--- config.mk ---
export PLATFORM = sky130hd
export DESIGN_NAME = mant_div_datapath
export DESIGN_NICKNAME = d
export VERILOG_FILES = /design/src/rtl/mant_div_datapath.sv
export SDC_FILE = /design/constraint.sdc
export NUM_CORES = 1
export LEC_CHECK = 0
export ABC_AREA = 1
export CORE_ASPECT_RATIO = 1.5
export CORE_MARGIN = 3
export CORE_UTILIZATION = 35
export DETAILED_ROUTE_END_ITERATION = 10
export GPL_ROUTABILITY_DRIVEN = 0
export GPL_TIMING_DRIVEN = 1
export PLACE_DENSITY = 0.62
export REMOVE_ABC_BUFFERS = 1
export SLEW_MARGIN = 25
export SYNTH_ARGS = -nofsm -noshare
export SYNTH_HDL_FRONTEND = slang
export SYNTH_SLANG_ARGS = --single-unit
--- constraint.sdc ---
create_clock -name in_Clk -period 2.38 [get_ports in_Clk]
set_input_delay 0.714 -clock in_Clk [delete_from_list [all_inputs] [get_ports in_Clk]]
set_output_delay 0.714 -clock in_Clk [all_outputs]
set_load 0.02 [all_outputs]
--- src/rtl/mant_div_datapath.sv ---
// Restoring mantissa divider datapath: one quotient bit per shift cycle.
// The load/shift sequencing comes from an external divider control FSM.
// Optional feature: define MANT_DIV_STICKY_EN to register the remainder-non-zero
// sticky bit when the result becomes valid; otherwise out_sticky is tied low.
module mant_div_datapath #(
    parameter int MANT_W = 24,
    parameter int Q_W    = 26
) (
    input  logic              in_Clk,
    input  logic              in_Rst_N,
    input  logic              in_load,
    input  logic              in_shift_en,
    input  logic [MANT_W-1:0] in_dividend,
    input  logic [MANT_W-1:0] in_divisor,
    output logic [Q_W-1:0]    out_quotient,
    output logic              out_sticky,
    output logic              out_valid,
    output logic              out_busy,
    output logic [4:0]        out_count,
    output logic              out_dz,
    output logic              out_ovf
);

    logic [MANT_W:0]   rem_q, rem_d;
    logic [MANT_W-1:0] div_q, div_d;
    logic [Q_W-1:0]    q_q, q_d;
    logic [4:0]        cnt_q, cnt_d;
    logic              prev_shift_q, prev_shift_d;
    logic              valid_q, valid_d;
    logic              busy_q, busy_d;
    logic              dz_q, dz_d;
    logic              ovf_q, ovf_d;

    logic signed [MANT_W+1:0] trial;
    logic                     do_shift;
    logic                     finish;
    logic [4:0]               cnt_inc;

    // Saturating shift-cycle counter increment (holds at 31).
    function automatic logic [4:0] sat_inc(input logic [4:0] v);
        return (v == 5'd31) ? v : v + 5'd1;
    endfunction

    // Trial subtraction of the divisor from the partial remainder, one extra
    // sign bit so a negative result means "quotient bit is zero".
    always_comb begin
        trial = $signed({1'b0, rem_q}) - $signed({2'b00, div_q});
    end

    // Next-state for the divider registers: load wins over shift, shifts are
    // only accepted while busy, and the result is flagged the cycle after the
    // shift enable falls.
    always_comb begin
        rem_d        = rem_q;
        div_d        = div_q;
        q_d          = q_q;
        cnt_d        = cnt_q;
        prev_shift_d = prev_shift_q;
        valid_d      = 1'b0;
        busy_d       = busy_q;
        dz_d         = dz_q;
        ovf_d        = ovf_q;
        do_shift     = in_shift_en && busy_q && !in_load;
        finish       = busy_q && prev_shift_q && !in_shift_en && !in_load;
        cnt_inc      = sat_inc(cnt_q);
        if (in_load) begin
            rem_d        = {1'b0, in_dividend};
            div_d        = in_divisor;
            q_d          = '0;
            cnt_d        = '0;
            prev_shift_d = 1'b0;
            busy_d       = 1'b1;
            dz_d         = (in_divisor == '0);
            ovf_d        = 1'b0;
        end else begin
            if (do_shift) begin
                if (!trial[MANT_W+1]) begin
                    rem_d = {trial[MANT_W-1:0], 1'b0};
                    q_d   = {q_q[Q_W-2:0], 1'b1};
                end else begin
                    rem_d = {rem_q[MANT_W-1:0], 1'b0};
                    q_d   = {q_q[Q_W-2:0], 1'b0};
                end
                cnt_d = cnt_inc;
                if (int'(cnt_inc) > Q_W) begin
                    ovf_d = 1'b1;
                end
            end
            prev_shift_d = do_shift;
            if (finish) begin
                valid_d = 1'b1;
                busy_d  = 1'b0;
            end
        end
    end

    // Divider state registers with asynchronous clear.
    always_ff @(posedge in_Clk or negedge in_Rst_N) begin
        if (!in_Rst_N) begin
            rem_q        <= '0;
            div_q        <= '0;
            q_q          <= '0;
            cnt_q        <= '0;
            prev_shift_q <= 1'b0;
            valid_q      <= 1'b0;
            busy_q       <= 1'b0;
            dz_q         <= 1'b0;
            ovf_q        <= 1'b0;
        end else begin
            rem_q        <= rem_d;
            div_q        <= div_d;
            q_q          <= q_d;
            cnt_q        <= cnt_d;
            prev_shift_q <= prev_shift_d;
            valid_q      <= valid_d;
            busy_q       <= busy_d;
            dz_q         <= dz_d;
            ovf_q        <= ovf_d;
        end
    end

`ifdef MANT_DIV_STICKY_EN
    logic sticky_q, sticky_d;

    // Sticky captures remainder != 0 when the result is flagged; cleared on load.
    always_comb begin
        sticky_d = sticky_q;
        if (in_load) begin
            sticky_d = 1'b0;
        end else if (finish) begin
            sticky_d = (rem_q != '0);
        end
    end

    // Sticky register with asynchronous clear.
    always_ff @(posedge in_Clk or negedge in_Rst_N) begin
        if (!in_Rst_N) begin
            sticky_q <= 1'b0;
        end else begin
            sticky_q <= sticky_d;
        end
    end

    assign out_sticky = sticky_q;
`else
    assign out_sticky = 1'b0;
`endif

    assign out_quotient = q_q;
    assign out_count    = cnt_q;
    assign out_valid    = valid_q;
    assign out_busy     = busy_q;
    assign out_dz       = dz_q;
    assign out_ovf      = ovf_q;

endmodule

==> flow_metrics.py, run 1 <==
metrics = {
    "outcome": {
        "status": "complete, no violations",
    },
    "grt": {
        "grt_pass1_wl_um": 26400,
        "antenna_found_initial": 0,
        "grt_pass1_vias": 5437,
        "grt_max_degree": 86,
        "grt_use_total": 0.189,
        "grt_overflow": 0,
    },
    "yosys": {
        "ys_dominant_reg_cell": "dfrtp_1",
        "synth_seq_area_share": 0.374,
        "synthDistinctLibCells": 37,
        "async_reset_ff_frac": 1.00,
        "synth_edf_count": 0,
        "syn_area_per_cell_sq_um": 6.70,
        "ys_warn_count": 0,
        "synth_area_sq_um": 5680,
        "yosys_register_bits": 85,
        "synth_cells": 848,
    },
    "critical_path": {
        "r2r-start": "rem_q[0]",
        "required_ns": 2.62,
        "end_kind": "flip-flop",
        "ff2ff_setup_slack_ns": 0.19,
        "r2r_cells": 15,
        "crit_top_cell": "nand2_1",
        "cp_cell_sequence": "inv_1 > ha_1 > inv_1 > fa_1 > buf_4 > nand2_1 > nand3_1 > nand3_1 > nand2_1 > nand2_1 > nand2_1 > nand2_1 > nand3_1 > nand2_1 > nand2_1",
        "crit_path_max_fanout": 3,
        "crit_slowest_cell": "dfrtp_1",
        "worstPathArrival_ns": 2.42,
        "critPathMaxStageDelay_ns": 0.39,
        "startpoint_type": "flip-flop",
        "r2r-end": "rem_q[15]",
        "critPathKind": "reg -> reg",
    },
    "floorplanning": {
        "die_w_um": 110,
        "ios": 88,
        "dieArea_sq_um": 17800,
        "start_util": 0.360,
        "rows": 56,
        "die_y_um": 162,
        "coreArea_sq_um": 15800,
    },
    "finish": {
        "fin_cells": 1147,
        "diodes": 0,
        "n_fill_cell": 1650,
        "syn_to_final_growth_pct": 25.8,
        "layout.nets": 1017,
        "drive_above_1_share": 0.0636,
    },
    "place": {
        "port_buffers": 86,
        "dp_hpwl_um": 12100,
        "place_inst": 1131,
    },
    "timing": {
        "fin_crit_ns": 2.19,
        "grt_setup_unrepaired": "no",
        "finalSetupViolCount": 0,
        "setup_tns_ns": 0,
        "finalMaxSlewViolations": 0,
        "hold_viol": 0,
        "period_share": 0.919,
        "max_clock_freq_ghz": 0.457,
        "skew_ns": 0.00802,
    },
    "power_and_ir_drop": {
        "ir_drop_uv": 391,
        "leakage_nw": 3.75,
        "powerDensity_nw_per_um2": 866,
    },
    "min_path": {
        "hp-class": "in -> async",
    },
    "job": {
        "drv_cap": 0,
    },
    "cts": {
        "clk_latency_ns": 0.35,
        "numCtsBuffers": 9,
        "htreeDepth": 3,
        "holdBufCountCts": 0,
        "post_cts_buffers": 0,
        "cts_root_buf": "clkbuf_16",
        "path_clk_slew_ns": 0.07,
        "cts_tree": "built",
        "cts.repair.resized": 0,
        "cts.path.max_buffers": 2,
        "cts.sinks": 85,
    },
    "detailed_routing": {
        "ant_nets": 0,
        "drt-initial-drc-count": 253,
        "drc_errors": 0,
        "drt-pass1-iter-count": 7,
        "viasPerCell": 4.72,
        "post_drt_wl_per_cell_um": 13.9,
        "num_vias": 5415,
        "wirelength_um": 15900,
    },
}
## synth_stat cells, drive strengths merged, types with 6 or more instances
cell type	instances	area (sq um)
ha	25	313
inv	154	578
xor2	9	78.8
nor2	28	115
nor4	7	43.8
nand2	336	1290
nand4	6	37.5
a21oi	17	96.4
o21ai	42	210
o21bai	6	48.8
o22ai	26	163
nand3	63	320
dfrtp	85	2130
buf	10	67.6
clkbuf	17	63.8
## cell families (layout without fill, tap and decap cells)
logic type               Yosys count  count (layout)  synth area share
XOR/XNOR                          10              10            0.0154
buffers and inverters            182             278             0.125
adder cells (fa/ha/maj)           26              26            0.0586
other                              1               1          0.000660
AND/OR/NAND/NOR                  450             450             0.330
flip-flops                        85              85             0.374
AO/OA/AOI/OAI                     94              94            0.0956
## critical path: cells and delay by family, from the launching register on
kind | cells | cell delay [ns]
adder cells (fa/ha/maj) | 2 | 0.53
buffers and inverters | 3 | 0.31
flip-flops | 1 | 0.39
AND/OR/NAND/NOR | 10 | 0.86
## area by class of cell
type,instances,area [sq um],area share
timing repair buffer,107,1040,0.145
tap,203,254,0.0355
multi-input combinational,581,2850,0.399
clock buffer,10,229,0.0320
clock inverter,6,71.3,0.00997
sequential,85,2130,0.297
inverter,155,582,0.0814
## worst max-delay path by stage
stage / from / end / cells after the start
after detailed placement: rem_q[0] / rem_q[15] / 15
after global placement: rem_q[7] / rem_q[17] / 12
after global routing: rem_q[12] / rem_q[11] / 11
after floorplan: in_load / rem_q[2] / 5
final: rem_q[0] / rem_q[15] / 15
after CTS: rem_q[0] / rem_q[15] / 15
## through the flow
step           cell area (sq um)  setup slack (ns)  power (mW)  hold WS, ns   util
3_3_place_gp                6840             0.209        4.73        0.467  0.434
3_5_place_dp                6840             0.208        4.75        0.468  0.434
5_1_grt                     7150            0.0280        6.75        0.439  0.454
6_report                    7150             0.193        6.19        0.388  0.454
4_1_cts                     7140             0.187        6.23        0.422  0.453
2_1_floorplan               5550            -0.211        3.86        0.418      -
## cells in the final DEF (no fill, tap or decap), types with 2 or more instances in the layout
master and count:
a21oi_1 16, a22o_1 2, buf_12 2, buf_4 20, clkbuf_16 9, clkdlybuf4s50_1 84
dfrtp_1 85, ha_1 25, inv_1 152, inv_2 2, nand2_1 325, nand2_2 10
nand3_1 62, nand3b_1 3, nand4_1 6, nor2_1 24, nor2_2 4, nor3_1 4
nor4_1 7, o21ai_0 39, o21ai_1 3, o21bai_1 5, o22ai_1 26, xor2_1 9
## metal layers
layer / up-vias / track usage / part of all wire
li1: 2824 / - / -
met4: 0 / 0.0874 / 0.042
met2: 106 / 0.318 / 0.50
met3: 35 / 0.0326 / 0.042
met5: - / 0 / 0
met1: 2450 / 0.230 / 0.42
## flip-flops by register name, summed over array words and instances, names as in the netlist
| register | flops |
|---|---|
| prev_shift_q | 1 |
| out_count | 5 |
| out_dz | 1 |
| rem_q | 25 |
| out_ovf | 1 |
| div_q | 24 |
| out_busy | 1 |
| out_quotient | 26 |
| out_valid | 1 |
## power by group
part           total [mW]  leakage, nW  switching, mW  internal, mW
Clock                1.46        0.145          0.635         0.826
Sequential           1.76         1.09          0.137          1.62
Combinational        2.97         2.51           1.88          1.09
Note: power is estimated with default switching activity, not from simulation.
==> run 2: changes to the inputs <==
- ABC_CLOCK_PERIOD_IN_PS: not set -> 2380
==> results of run 2 <==
No change in the layout: final DEF, timing and power equal those of run 1.
==> run 3: changes to the inputs <==
- CTS_CLUSTER_DIAMETER: not set -> 40
==> results of run 3 <==
No change in the layout: final DEF, timing and power equal those of run 1.
==> variant 1: new RTL, settings of run 1 <==
Add a define of `MANT_DIV_STICKY_EN`.
--- a/src/rtl/mant_div_datapath.sv
+++ b/src/rtl/mant_div_datapath.sv
@@ -2,6 +2,8 @@
 // The load/shift sequencing comes from an external divider control FSM.
 // Optional feature: define MANT_DIV_STICKY_EN to register the remainder-non-zero
 // sticky bit when the result becomes valid; otherwise out_sticky is tied low.
+`define MANT_DIV_STICKY_EN
+
 module mant_div_datapath #(
     parameter int MANT_W = 24,
     parameter int Q_W    = 26
Formal check against the unedited RTL: not equivalent (Yosys sat finds a counterexample within 4 cycles, from zero or initial values and one cycle with in_Rst_N low).
==> variant 1 against run 1 <==
Design area is 3.3% higher; clock skew about the same; sequential cell count increased by 1; critical path type unchanged; worst setup slack better by 4.1 ps; largest cell class unchanged; total power up 8.6%; via count down 0.74%; sequential share of layout area fell by 0.62 points; wire length fell by 0.48%; synthesized area grew 1.4%.
==> variant 1: results (changes against run 1) <==
| Metric | Value |
|---|---|
| Worst slack, placed | 213 ps (+4.57 ps) |
| Post-detailed-route via-to-cell ratio | 4.74 (+0.49%) |
| Final hold slack | 260 ps (-128 ps) |
| Top post-synthesis cells by count | nand2_1 (265), inv_1 (156), dfrtp_1 (86) |
| Most area-consuming cells after synthesis | dfrtp_1 (37%), nand2_1 (17%), inv_1 (10%), ha_1 (5.4%), nand3_1 (5.1%) |
| Yosys cell types | 42 (+14%) |
| HPWL reported at the end of detailed placement | 12.6 mm (+4.2%) |
| Synth Area in Adders | 0.0577 (-0.000826) |
| Worst reg2reg path endpoint | rem_q[17]$_DFFE_PN0P_ |
| Seq area share | 0.291 (-0.00618) |
| CP max FO | 4 (+1) |
| Port bufs | 87 (+1.2%) |
| Synthesis-stage register bit count | 86 (+1.2%) |
| LEAKAGE | 0.00375 uW (+0.14%) |
| Placed Area | 0.00705 mm2 (+3.0%) |
| Via count | 5,375 (-0.74%) |
| Cells after DPL | 1,117 (-1.2%) |
| Critical path's slowest cell | fa_1 |
| Cells after Synth | 820 (-3.3%) |
| DRT Pass-1 Iters | 4 (-3) |
| Sequential fraction of the synthesis area | 0.373 (-0.000940) |
| Area of the multi-input gates | 0.00288 mm2 (+1.1%) |
| Sequential cell area | 0.00215 mm2 (+1.2%) |
| Layout fillers | 1,612 (-2.3%) |
| Largest net degree at the start of global routing | 63 (-27%) |
| Cells on worst reg2reg path | 16 (+1) |
| GR Util met3 | 0.0267 (-0.00592) |
| Skew final | 7.52 ps (-0.498 ps) |
| Die W | 111 um (+0.68%) |
| Layout cells sized above 1 | 0.102 (+0.0386) |
| Vias in the first global route | 5,332 (-1.9%) |
| Fin nets | 1,003 (-1.4%) |
| Initial drt markers | 247 (-2.4%) |
| Peak supply drop | 448 uV (+14%) |
| First-pass GRT wire length | 26.0 mm (-1.5%) |
| Number of multi-input logic gates | 548 (-5.7%) |
| Inverters | 164 (+5.8%) |
| Xor/xnor share of the synthesized area | 0.0152 (-0.000217) |
| Met2 wire len | 8.21 mm (+4.0%) |
| Status | completed |
| WL per Instance | 14.0 um (+0.75%) |
| Non-clock buffer total of the final layout | 116 (+8.4%) |
| Crit-path max cell delay | 450 ps (+60 ps) |
| Met3 routed WL | 513 um (-23%) |
## variant 1: cell types whose count changed after synthesis, sizes merged, moves of 2 or more
cell / before / now
nand2: 336 / 279
inv: 154 / 162
o21ai: 42 / 50
nor4: 7 / 13
xnor2: 1 / 7
xor2: 9 / 3
a22o: 2 / 5
buf: 10 / 7
o21bai: 6 / 9
clkbuf: 17 / 15
o211ai: 0 / 2
## variant 1: where the power goes
group          internal (uW)  total [uW]  leakage [uW]  switching (uW)
logic                   1270        3280       0.00249            2020
clock network            948        1620      0.000163             667
registers               1640        1820       0.00110             180
## variant 1: worst max-delay path by stage
stage | depth (start not counted) | endpoint | slack, ps
floorplan | 5 | rem_q[10]$_DFFE_PN0P_ | -210
global placement | 11 | rem_q[1]$_DFFE_PN0P_ | 220
detailed placement | 11 | rem_q[1]$_DFFE_PN0P_ | 210
CTS | 11 | rem_q[1]$_DFFE_PN0P_ | 190
global route | 16 | rem_q[17]$_DFFE_PN0P_ | 8
finish | 16 | rem_q[17]$_DFFE_PN0P_ | 200
==> variant 2: new RTL, settings of run 1 <==
Without the edit above. The output `out_valid` loses its register stage (`valid_q` becomes a continuous assignment).
--- a/src/rtl/mant_div_datapath.sv
+++ b/src/rtl/mant_div_datapath.sv
@@ -102,7 +102,6 @@
             q_q          <= '0;
             cnt_q        <= '0;
             prev_shift_q <= 1'b0;
-            valid_q      <= 1'b0;
             busy_q       <= 1'b0;
             dz_q         <= 1'b0;
             ovf_q        <= 1'b0;
@@ -112,12 +111,13 @@
             q_q          <= q_d;
             cnt_q        <= cnt_d;
             prev_shift_q <= prev_shift_d;
-            valid_q      <= valid_d;
             busy_q       <= busy_d;
             dz_q         <= dz_d;
             ovf_q        <= ovf_d;
         end
     end
+
+    assign valid_q = valid_d;
 
 `ifdef MANT_DIV_STICKY_EN
     logic sticky_q, sticky_d;
Check against the original RTL: not equivalent (a bounded check fails within 4 cycles, from zero or initial values and one cycle with in_Rst_N low).
==> variant 2 against run 1 <==
Synthesized cell count decreased by 0.12%; worst hold slack got worse by 52 ps; design area increased by 0.51%; worst setup slack got worse by 25 ps; sequential cell count decreased by 1; wire length decreased by 2.9%; synthesized area decreased by 0.44%; first-iteration DRC count decreased by 9.9%; total power increased by 0.13%; sequential share of layout area decreased by 0.50 points; critical endpoint is now out_valid.
==> variant 2: results (changes against run 1) <==
| Metric | Value |
|---|---|
| Avg Cell Area, Syn | 6.68 um2 (-0.32%) |
| Final-layout clock-cell area share | 0.0433 (+0.00135) |
| Comb power frac | 0.480 (about the same) |
| Peak supply drop | 485 uV (+24%) |
| CP top delay family | buffers and inverters |
| Non-clock buffer total of the final layout | 111 (+3.7%) |
| DRT Pass-1 Iters | 5 (-2) |
| Cells on worst reg2reg path | 11 (-4) |
| Final hold slack | 336 ps (-51.8 ps) |
| Crit-path max cell delay | 420 ps (+30 ps) |
| Peak Freq | 452 MHz (-1.1%) |
| Via count | 5,416 (+0.018%) |
| Vias in the first global route | 5,273 (-3.0%) |
| Fin nets | 1,020 (+0.29%) |
| CP max FO | 2 (-1) |
| Critical R2R Launch | rem_q[20]$_DFFE_PN0P_ |
| First-pass GRT wire length | 25.6 mm (-3.0%) |
| Status | completed |
| Largest net degree at the start of global routing | 68 (-21%) |
| Layout clock buffer count | 12 (+2) |
| Worst slack, placed | -269 ps (-478 ps) |
| Sequential fraction of the synthesis area | 0.372 (-0.00277) |
| Clock Power Share | 0.239 (+0.003) |
| Layout cells sized above 1 | 0.0686 (+0.00508) |
| Skew final | 13.0 ps (+4.95 ps) |
| LEAKAGE | 0.00377 uW (+0.53%) |
| CP endpoint | out_valid |
| Sequential cell area | 0.00210 mm2 (-1.2%) |
==> variant 2: cell count changes after synthesis, sizes merged <==
| cell | delta |
|---|---|
| dfrtp | -1 |
==> variant 2: repair_timing <==
action                                  in CTS  in global routing
gates cloned                                 0                  0
endpoints found under the setup margin       1                 12
gates resized for setup                      1                  5
buffers inserted                             0                  0
==> variant 2: cell families after synthesis <==
kind of cell / share of synthesized area
AOI/OAI and AO/OA: 0.0960
xor gates and xnor gates: 0.0155
adders and majority gates: 0.0588
buffers and inverters: 0.126
DFF: 0.372
other: 0.000663
and+or+nand+nor: 0.331
==> variant 2: stage by stage <==
step                      std cells   util
final                          1150  0.456
after global placement         1134  0.436
after global routing           1150  0.456
after CTS                      1150  0.456
after detailed placement       1134  0.436
after floorplan                 820      -
==> variant 2: layer usage <==
layer,vias up,track usage,share of wire
met5,-,0,0
met4,0,0.0584,0.022
met3,23,0.0354,0.052
met2,110,0.317,0.51
met1,2465,0.225,0.42
li1,2818,-,-
